--- src/rtl/ps2_key_rx.sv ---
// ps2_key_rx
//   Receives PS/2 keyboard frames (start, 8 data bits LSB first, odd parity,
//   stop) and tracks the held/released state of five keys from the make and
//   break scan codes.
//
//   Parameters
//     TIMEOUT_CYC : idle clk cycles tolerated between PS/2 clock falling
//                   edges inside a frame before the frame is abandoned.
//
//   Optional feature (compile-time macro)
//     PS2_PARITY_CHECK_EN : when defined, frames with bad (even) parity are
//                           discarded with a frame_err strobe. When undefined,
//                           the parity bit is sampled and ignored.
//
//   Ports
//     clk        : system clock, all logic on its rising edge
//     rst        : synchronous active-high reset
//     ps2_clk    : raw PS/2 clock (asynchronous)
//     ps2_data   : raw PS/2 data (asynchronous)
//     w_state    : key W (1D) held
//     s_state    : key S (1B) held
//     Ua_state   : Up arrow (E0 75) held
//     Da_state   : Down arrow (E0 72) held
//     ESC_state  : ESC (76) held
//     scan_code  : last correctly received byte
//     code_valid : one-cycle strobe when scan_code updates
//     frame_err  : one-cycle strobe when a frame is discarded
module ps2_key_rx #(
  parameter int TIMEOUT_CYC = 100000
) (
  input  logic       clk,
  input  logic       rst,
  input  logic       ps2_clk,
  input  logic       ps2_data,
  output logic       w_state,
  output logic       s_state,
  output logic       Ua_state,
  output logic       Da_state,
  output logic       ESC_state,
  output logic [7:0] scan_code,
  output logic       code_valid,
  output logic       frame_err
);

  localparam int            TW       = $clog2(TIMEOUT_CYC + 1);
  localparam logic [TW-1:0] TMO_LAST = TW'(TIMEOUT_CYC - 1);
  localparam logic [TW-1:0] TMO_ONE  = TW'(1);

`ifdef PS2_PARITY_CHECK_EN
  localparam logic PARITY_CHECK = 1'b1;
`else
  localparam logic PARITY_CHECK = 1'b0;
`endif

  typedef enum logic [1:0] {
    ST_IDLE   = 2'd0,
    ST_DATA   = 2'd1,
    ST_PARITY = 2'd2,
    ST_STOP   = 2'd3
  } state_t;

  // PS/2 uses odd parity: data plus parity bit must hold an odd count of ones.
  function automatic logic odd_parity_ok(input logic [7:0] data, input logic par);
    return ^{data, par};
  endfunction

  state_t        state_r, state_nxt_s;
  logic          clk_meta_r, clk_sync_r, clk_prev_r;
  logic          data_meta_r, data_sync_r;
  logic          fall_s;
  logic [2:0]    bit_cnt_r;
  logic [7:0]    shift_r;
  logic          parity_r;
  logic [TW-1:0] tmo_cnt_r;
  logic          tmo_s;
  logic          parity_ok_s;
  logic          byte_ok_s;
  logic          frame_bad_s;
  logic          break_r, ext_r;
  logic          w_r, s_r, ua_r, da_r, esc_r;
  logic [7:0]    scan_code_r;
  logic          code_valid_r, frame_err_r;

  assign fall_s      = clk_prev_r & ~clk_sync_r;
  assign tmo_s       = (state_r != ST_IDLE) && !fall_s && (tmo_cnt_r == TMO_LAST);
  assign parity_ok_s = !PARITY_CHECK || odd_parity_ok(shift_r, parity_r);

  // Two-flop synchronisers plus a delayed copy of the clock for edge detection.
  always_ff @(posedge clk) begin
    if (rst) begin
      clk_meta_r  <= 1'b1;
      clk_sync_r  <= 1'b1;
      clk_prev_r  <= 1'b1;
      data_meta_r <= 1'b1;
      data_sync_r <= 1'b1;
    end else begin
      clk_meta_r  <= ps2_clk;
      clk_sync_r  <= clk_meta_r;
      clk_prev_r  <= clk_sync_r;
      data_meta_r <= ps2_data;
      data_sync_r <= data_meta_r;
    end
  end

  // Frame FSM state register.
  always_ff @(posedge clk) begin
    if (rst) begin
      state_r <= ST_IDLE;
    end else begin
      state_r <= state_nxt_s;
    end
  end

  // Frame FSM next state and end-of-frame decisions.
  always_comb begin
    state_nxt_s = state_r;
    byte_ok_s   = 1'b0;
    frame_bad_s = 1'b0;
    case (state_r)
      ST_IDLE: begin
        // A start bit of 1 is line noise and is silently dropped.
        if (fall_s && !data_sync_r) begin
          state_nxt_s = ST_DATA;
        end else begin
          state_nxt_s = ST_IDLE;
        end
      end
      ST_DATA: begin
        if (fall_s && (bit_cnt_r == 3'd7)) begin
          state_nxt_s = ST_PARITY;
        end else if (tmo_s) begin
          state_nxt_s = ST_IDLE;
          frame_bad_s = 1'b1;
        end else begin
          state_nxt_s = ST_DATA;
        end
      end
      ST_PARITY: begin
        if (fall_s) begin
          state_nxt_s = ST_STOP;
        end else if (tmo_s) begin
          state_nxt_s = ST_IDLE;
          frame_bad_s = 1'b1;
        end else begin
          state_nxt_s = ST_PARITY;
        end
      end
      ST_STOP: begin
        if (fall_s) begin
          state_nxt_s = ST_IDLE;
          if (data_sync_r && parity_ok_s) begin
            byte_ok_s = 1'b1;
          end else begin
            frame_bad_s = 1'b1;
          end
        end else if (tmo_s) begin
          state_nxt_s = ST_IDLE;
          frame_bad_s = 1'b1;
        end else begin
          state_nxt_s = ST_STOP;
        end
      end
      default: begin
        state_nxt_s = ST_IDLE;
      end
    endcase
  end

  // Bit counter, data shift register, parity capture and inter-edge timeout.
  always_ff @(posedge clk) begin
    if (rst) begin
      bit_cnt_r <= 3'd0;
      shift_r   <= 8'h00;
      parity_r  <= 1'b0;
      tmo_cnt_r <= '0;
    end else begin
      if (state_r == ST_IDLE) begin
        bit_cnt_r <= 3'd0;
      end else if ((state_r == ST_DATA) && fall_s) begin
        bit_cnt_r <= bit_cnt_r + 3'd1;
      end
      // LSB arrives first, so shift in from the top.
      if ((state_r == ST_DATA) && fall_s) begin
        shift_r <= {data_sync_r, shift_r[7:1]};
      end
      if ((state_r == ST_PARITY) && fall_s) begin
        parity_r <= data_sync_r;
      end
      if ((state_r == ST_IDLE) || fall_s) begin
        tmo_cnt_r <= '0;
      end else begin
        tmo_cnt_r <= tmo_cnt_r + TMO_ONE;
      end
    end
  end

  // Byte decode: prefix flags, key table and output strobes.
  always_ff @(posedge clk) begin
    if (rst) begin
      break_r      <= 1'b0;
      ext_r        <= 1'b0;
      w_r          <= 1'b0;
      s_r          <= 1'b0;
      ua_r         <= 1'b0;
      da_r         <= 1'b0;
      esc_r        <= 1'b0;
      scan_code_r  <= 8'h00;
      code_valid_r <= 1'b0;
      frame_err_r  <= 1'b0;
    end else begin
      code_valid_r <= byte_ok_s;
      frame_err_r  <= frame_bad_s;
      if (byte_ok_s) begin
        scan_code_r <= shift_r;
        if (shift_r == 8'hF0) begin
          break_r <= 1'b1;
        end else if (shift_r == 8'hE0) begin
          ext_r <= 1'b1;
        end else begin
          // The extended flag is part of the key identity, so an arrow code
          // without E0 (or a letter code with it) matches nothing.
          case ({ext_r, shift_r})
            9'h01D:  w_r   <= ~break_r;
            9'h01B:  s_r   <= ~break_r;
            9'h076:  esc_r <= ~break_r;
            9'h175:  ua_r  <= ~break_r;
            9'h172:  da_r  <= ~break_r;
            default: ;
          endcase
          break_r <= 1'b0;
          ext_r   <= 1'b0;
        end
      end
    end
  end

  assign w_state    = w_r;
  assign s_state    = s_r;
  assign Ua_state   = ua_r;
  assign Da_state   = da_r;
  assign ESC_state  = esc_r;
  assign scan_code  = scan_code_r;
  assign code_valid = code_valid_r;
  assign frame_err  = frame_err_r;

endmodule

--- config.mk ---
export PLATFORM = sky130hd
export DESIGN_NAME = ps2_key_rx
export DESIGN_NICKNAME = d
export VERILOG_FILES = /design/src/rtl/ps2_key_rx.sv
export SDC_FILE = /design/constraint.sdc
export NUM_CORES = 1
export LEC_CHECK = 0
export ABC_AREA = 1
export ABC_CLOCK_PERIOD_IN_PS = 3500
export CORE_UTILIZATION = 36
export CTS_CLUSTER_DIAMETER = 30
export CTS_CLUSTER_SIZE = 12
export DETAILED_ROUTE_END_ITERATION = 6
export SLEW_MARGIN = 5
export SYNTH_ARGS = -nofsm -noshare
export SYNTH_HDL_FRONTEND = slang
export SYNTH_SLANG_ARGS = --single-unit
--- constraint.sdc ---
create_clock -name clk -period 3.5 [get_ports clk]
set_input_delay 0.525 -clock clk [delete_from_list [all_inputs] [get_ports clk]]
set_output_delay 0.525 -clock clk [all_outputs]
set_load 0.05 [all_outputs]
Yosys cells after proc, flatten, opt, wreduce, memory -nomap -nowiden. Index checks and enable logic that the tools add are counted.

Register bits: 52. Output and inout port bits: 15.

Add/sub/neg operators: 2. Equal/unequal tests: 13. Multiplexer cells: 20. Bitwise operators: 5. Reductions and logical operators: 19.

Operator list (count): AND reduction 4 bit (5); equality test 9 x 5 -> 1 bit (second input constant) (2); equality test 9 bit (second input constant) (2); adder 17 x 1 -> 17 bit (second input constant) (1); equality test 17 bit (second input constant) (1); equality test 8 bit (second input constant) (2); two-way mux 1 bit (13); two-way mux 2 bit (5); equality test 9 x 7 -> 1 bit (second input constant) (1); case mux 2 bit (4 select lines) (1); logical AND 1 bit (5); equality test 2 bit (second input constant) (2); NOT 1 bit (4); AND reduction 2 bit (2); OR reduction 2 bit (2); adder 3 x 1 -> 3 bit (second input constant) (1); equality test 3 bit (second input constant) (1); case mux 1 bit (3 select lines) (1); equality test 2 x 1 -> 1 bit (second input constant) (1); logical NOT 1 bit (2); logical NOT 2 bit (1); inequality test 2 bit (second input constant) (1); nonzero test 2 bit (1); AND 1 bit (1); logical OR 1 bit (1).

Depth between registers and ports, before layout.
Word-level depth: 8. Depth in mapped cells: 10.

Least setup slack after synthesis. OpenSTA, ideal clock, no wires.

Path kind: reg2reg. Start point: register tmo_cnt_r[0]. End point: register tmo_cnt_r[14]. Arrival time: 1.169 ns. Required time: 3.383 ns. Path slack: 2.214 ns. Stages on the path, launching flop included: 9. Buffers on the path: 0. Cells stage by stage: dfxtp_1 -> ha_1 -> nand2_1 -> nor2_1 -> nand2_1 -> nor2_2 -> nand2_1 -> a21oi_1 -> a21oi_1.

Word-level cells in the longest chain between the ends: 1.

Ends and longest elaborated chain: start, declared (RTL line 74) `logic [TW-1:0] tmo_cnt_r;`; start signal, assigned (RTL line 192) `tmo_cnt_r <= tmo_cnt_r + TMO_ONE;`; adder 17 x 1 -> 17 bit (RTL line 192).

Every way passes these cells. A chain may end at the register's enable or synchronous reset.

Worst setup path in the final report.
Start point: input rst. End point: register tmo_cnt_r[14].

Word-level cells in the longest chain between the ends: 1.

Ends and longest elaborated chain: start, declared (RTL line 32) `input logic rst,`; OR reduction 2 bit (no source line).

Every way passes these cells.

==> results.yml <==
outcome:
  status: "complete, no violations"
layout:
  multiInputGateArea_sq_um: 1025
  final_cell_mix: "dfxtp_1 (52), nand2_1 (48), nor2_1 (46)"
  final_layout_size_suffix_gt1_share_pct: 11.18
  fin_cells: 397
  register_area_sq_um: 1041
  mostFrequentLayoutCell: "dfxtp_1"
  n_antenna_cell: 0
  nets: 328
  fillers: 635
  syn_to_final_growth_pct: 16.20
timing:
  fin_skew_ns: 0.009944
  finalCritPeriodShare_pct: 65.04
  timing.fmax_ghz: 0.4393
  layout_min_cycle_time_ns: 2.276
  setup_viol: 0
  rsz0062_at_grt: "no"
  tns_ns: 0
  slew_viol_final: 0
  slew_headroom_pct: 60.39
  hold_violations: 0
  worstMarginPinSlew_ns: 0.5935
  setup_slack_ns: 1.224
cts:
  post_cts_buffers: 0
  clkLatencyLatePin_ns: 0.30
  cts-root-buf: "clkbuf_8"
  path_clk_slew_ns: 0.10
  cts_buffer_depth: 2
  cts.hold.buffers_added: 0
  cts_made_buffers: 5
  htree_levels: 2
  cts_sinks: 52
  cts_tree: "built"
  cts-resized-gates: 0
floorplan:
  dieArea_sq_um: 6587
  initial_core_util_pct: 37.66
  core_area_sq_um: 5991
  die_y_um: 81.16
  fp.dieW_um: 81.16
  num_rows: 28
  pin_count: 19
worst_setup_path:
  crit_chain: "clkdlybuf4s50_1 > inv_1 > nand2_2 > nor2_4 > inv_2 > nor2_1 > a21oi_1 > a21oi_1"
  reg2reg_slack_ns: 1.99
  slowest_delay_ns: 0.60
  required_ns: 3.74
  path_depth: 8
  timing.rr.end: "tmo_cnt_r[14]"
  r2r-start: "tmo_cnt_r[0]"
  cp_max_fo: 22
  crit_buf_inv: 3
  crit_family: "buffers and inverters"
  crit_top_cell: "a21oi_1"
  cp.arrival_ns: 2.52
  cpMaxStageDelayCell: "clkdlybuf4s50_1"
  critPathLaunchType: "input port"
  rr_worst_depth: 8
  crit_path_end_kind: "flip-flop"
  critical_path_class: "in -> reg"
power:
  sw_frac_of_total_pct: 19.37
  pwr-share-seq_pct: 54.0
  p_sw_mw: 0.2137
  pwr-share-comb_pct: 1.7
  powerDensity_nw_per_um2: 420.7
  clkPwrFrac_pct: 44.3
  cellLeakagePower_nw: 0.9334
  p_int_mw: 0.8892
  peakVddDrop_mv: 0.2726
grt:
  grt_usage_pct: 13.73
  grt_overflow: 0
  antenna_found_initial: 0
  grt_max_degree: 23
  grt_first_pass_wirelength_mm: 7.100
  grt_pass1_vias: 1637
place:
  place_inst: 389
  post-place-ws_ns: 0.9050
  hpwlAfterDp_mm: 3.054
  gp_congestion: 0.8476
  io_buffers: 18
synthesis:
  syn_nets: 309
  yosys-top-cells-area: "dfxtp_1 (46%), nand2_1 (8.0%), nor2_1 (7.7%), a21oi_1 (6.4%), inv_1 (5.3%)"
  syn_inst: 302
  synth_cell_type_count: 30
  ys_seq_elements: 52
  synth_area_leader_cell: "dfxtp_1"
  synth.top_cell.area_share_pct: 46.15
  ys_warn_count: 0
  post_synth.cell_area_avg_sq_um: 7.470
  synth.yosys.seq_area_share_pct: 46.15
  synth_area_sq_um: 2256
route:
  drtIter0Drc: 53
  dr.pass1.iters: 4
  wl_per_cell_um: 10.67
  drt-vias-per-instance: 4.698
  drc: 0
  routed_wl_mm: 4.236
  vias: 1865
  ant_nets: 0
min_path:
  holdPathStages: 1
  whs_endpoint: "clk_sync_r"
  min_from: "clk_meta_r"
  hp-class: "reg -> reg"
run:
  maxCapViolations: 0
## power groups by stage
stage / Clock [mW] / Combinational [mW] / Sequential (mW)
2_1_floorplan: 0 / 0.0137 / 0.609
3_3_place_gp: 0 / 0.0188 / 0.609
3_5_place_dp: 0 / 0.0189 / 0.609
4_1_cts: 0.505 / 0.0190 / 0.596
5_1_grt: 0.526 / 0.0212 / 0.596
6_report: 0.488 / 0.0189 / 0.595
## metal layers
layer / GRT usage (%) / wire length [um] / vias to the layer above
met5: 0 / 0 / -
met4: 4.286 / 27 / 0
met3: 3.034 / 109 / 2
met2: 22.35 / 1911 / 18
met1: 17.98 / 2187 / 838
li1: - / - / 1007
## worst reg2reg max path, delay by kind of cell (launching register included)
family | cells | cell delay, ns
simple gates | 5 | 0.62
flops | 1 | 0.38
fa+ha+maj | 1 | 0.21
compound gates | 2 | 0.20
## cell families (layout without fill, tap and decap cells)
family          Yosys count  after routing  share of synthesized area [%]
xor+xnor                  1              1                         0.3883
fa+ha+maj                 3              3                          1.664
flops                    52             52                          46.15
simple gates            144            144                          30.12
buf+inv                  44             64                          8.430
compound gates           58             58                          13.26
## final cells by class
cell class,instances,share of cell area (%)
tap,75,3.580
timing repair buffer,18,6.874
sequential,52,39.71
clock buffer,5,2.625
multi-input combinational,206,39.09
inverter,38,5.489
clock inverter,3,2.625
## cell usage after synthesis (all sizes together)
cell	count
clkinv	1
xor2	1
nor2	52
or2	4
nor3	13
o21a	1
o21ai	25
a21oi	29
buf	4
nand2	55
ha	3
and2	1
a221oi	1
nor3b	1
dfxtp	52
a31oi	2
nand3	16
nand4	2
inv	37
clkbuf	2
## stage by stage
step / utilization [%] / power, mW / instance area [sq um] / hold slack (ns)
3_3_place_gp: 41.46 / 0.6279 / 2484 / 0.3939
5_1_grt: 43.76 / 1.143 / 2621 / 0.4252
3_5_place_dp: 41.46 / 0.6282 / 2484 / 0.3952
2_1_floorplan: - / 0.6226 / 2256 / 0.3895
6_report: 43.76 / 1.103 / 2621 / 0.4175
4_1_cts: 43.76 / 1.119 / 2621 / 0.4184
## worst max-delay path by stage
| stage | from | endpoint |
|---|---|---|
| after floorplan | tmo_cnt_r[0] | tmo_cnt_r[14] |
| after global placement | rst | tmo_cnt_r[14] |
| after detailed placement | rst | tmo_cnt_r[14] |
| after CTS | rst | tmo_cnt_r[14] |
| after global routing | rst | tmo_cnt_r[14] |
| final | rst | tmo_cnt_r[14] |
## state kept, by name (all words and copies together), names as in the netlist, 2 cells and up
signal / cells
shift_r: 8
bit_cnt_r: 3
tmo_cnt_r: 17
scan_code: 8
state_r: 2
No activity file was read; power rests on OpenSTA's default activity.
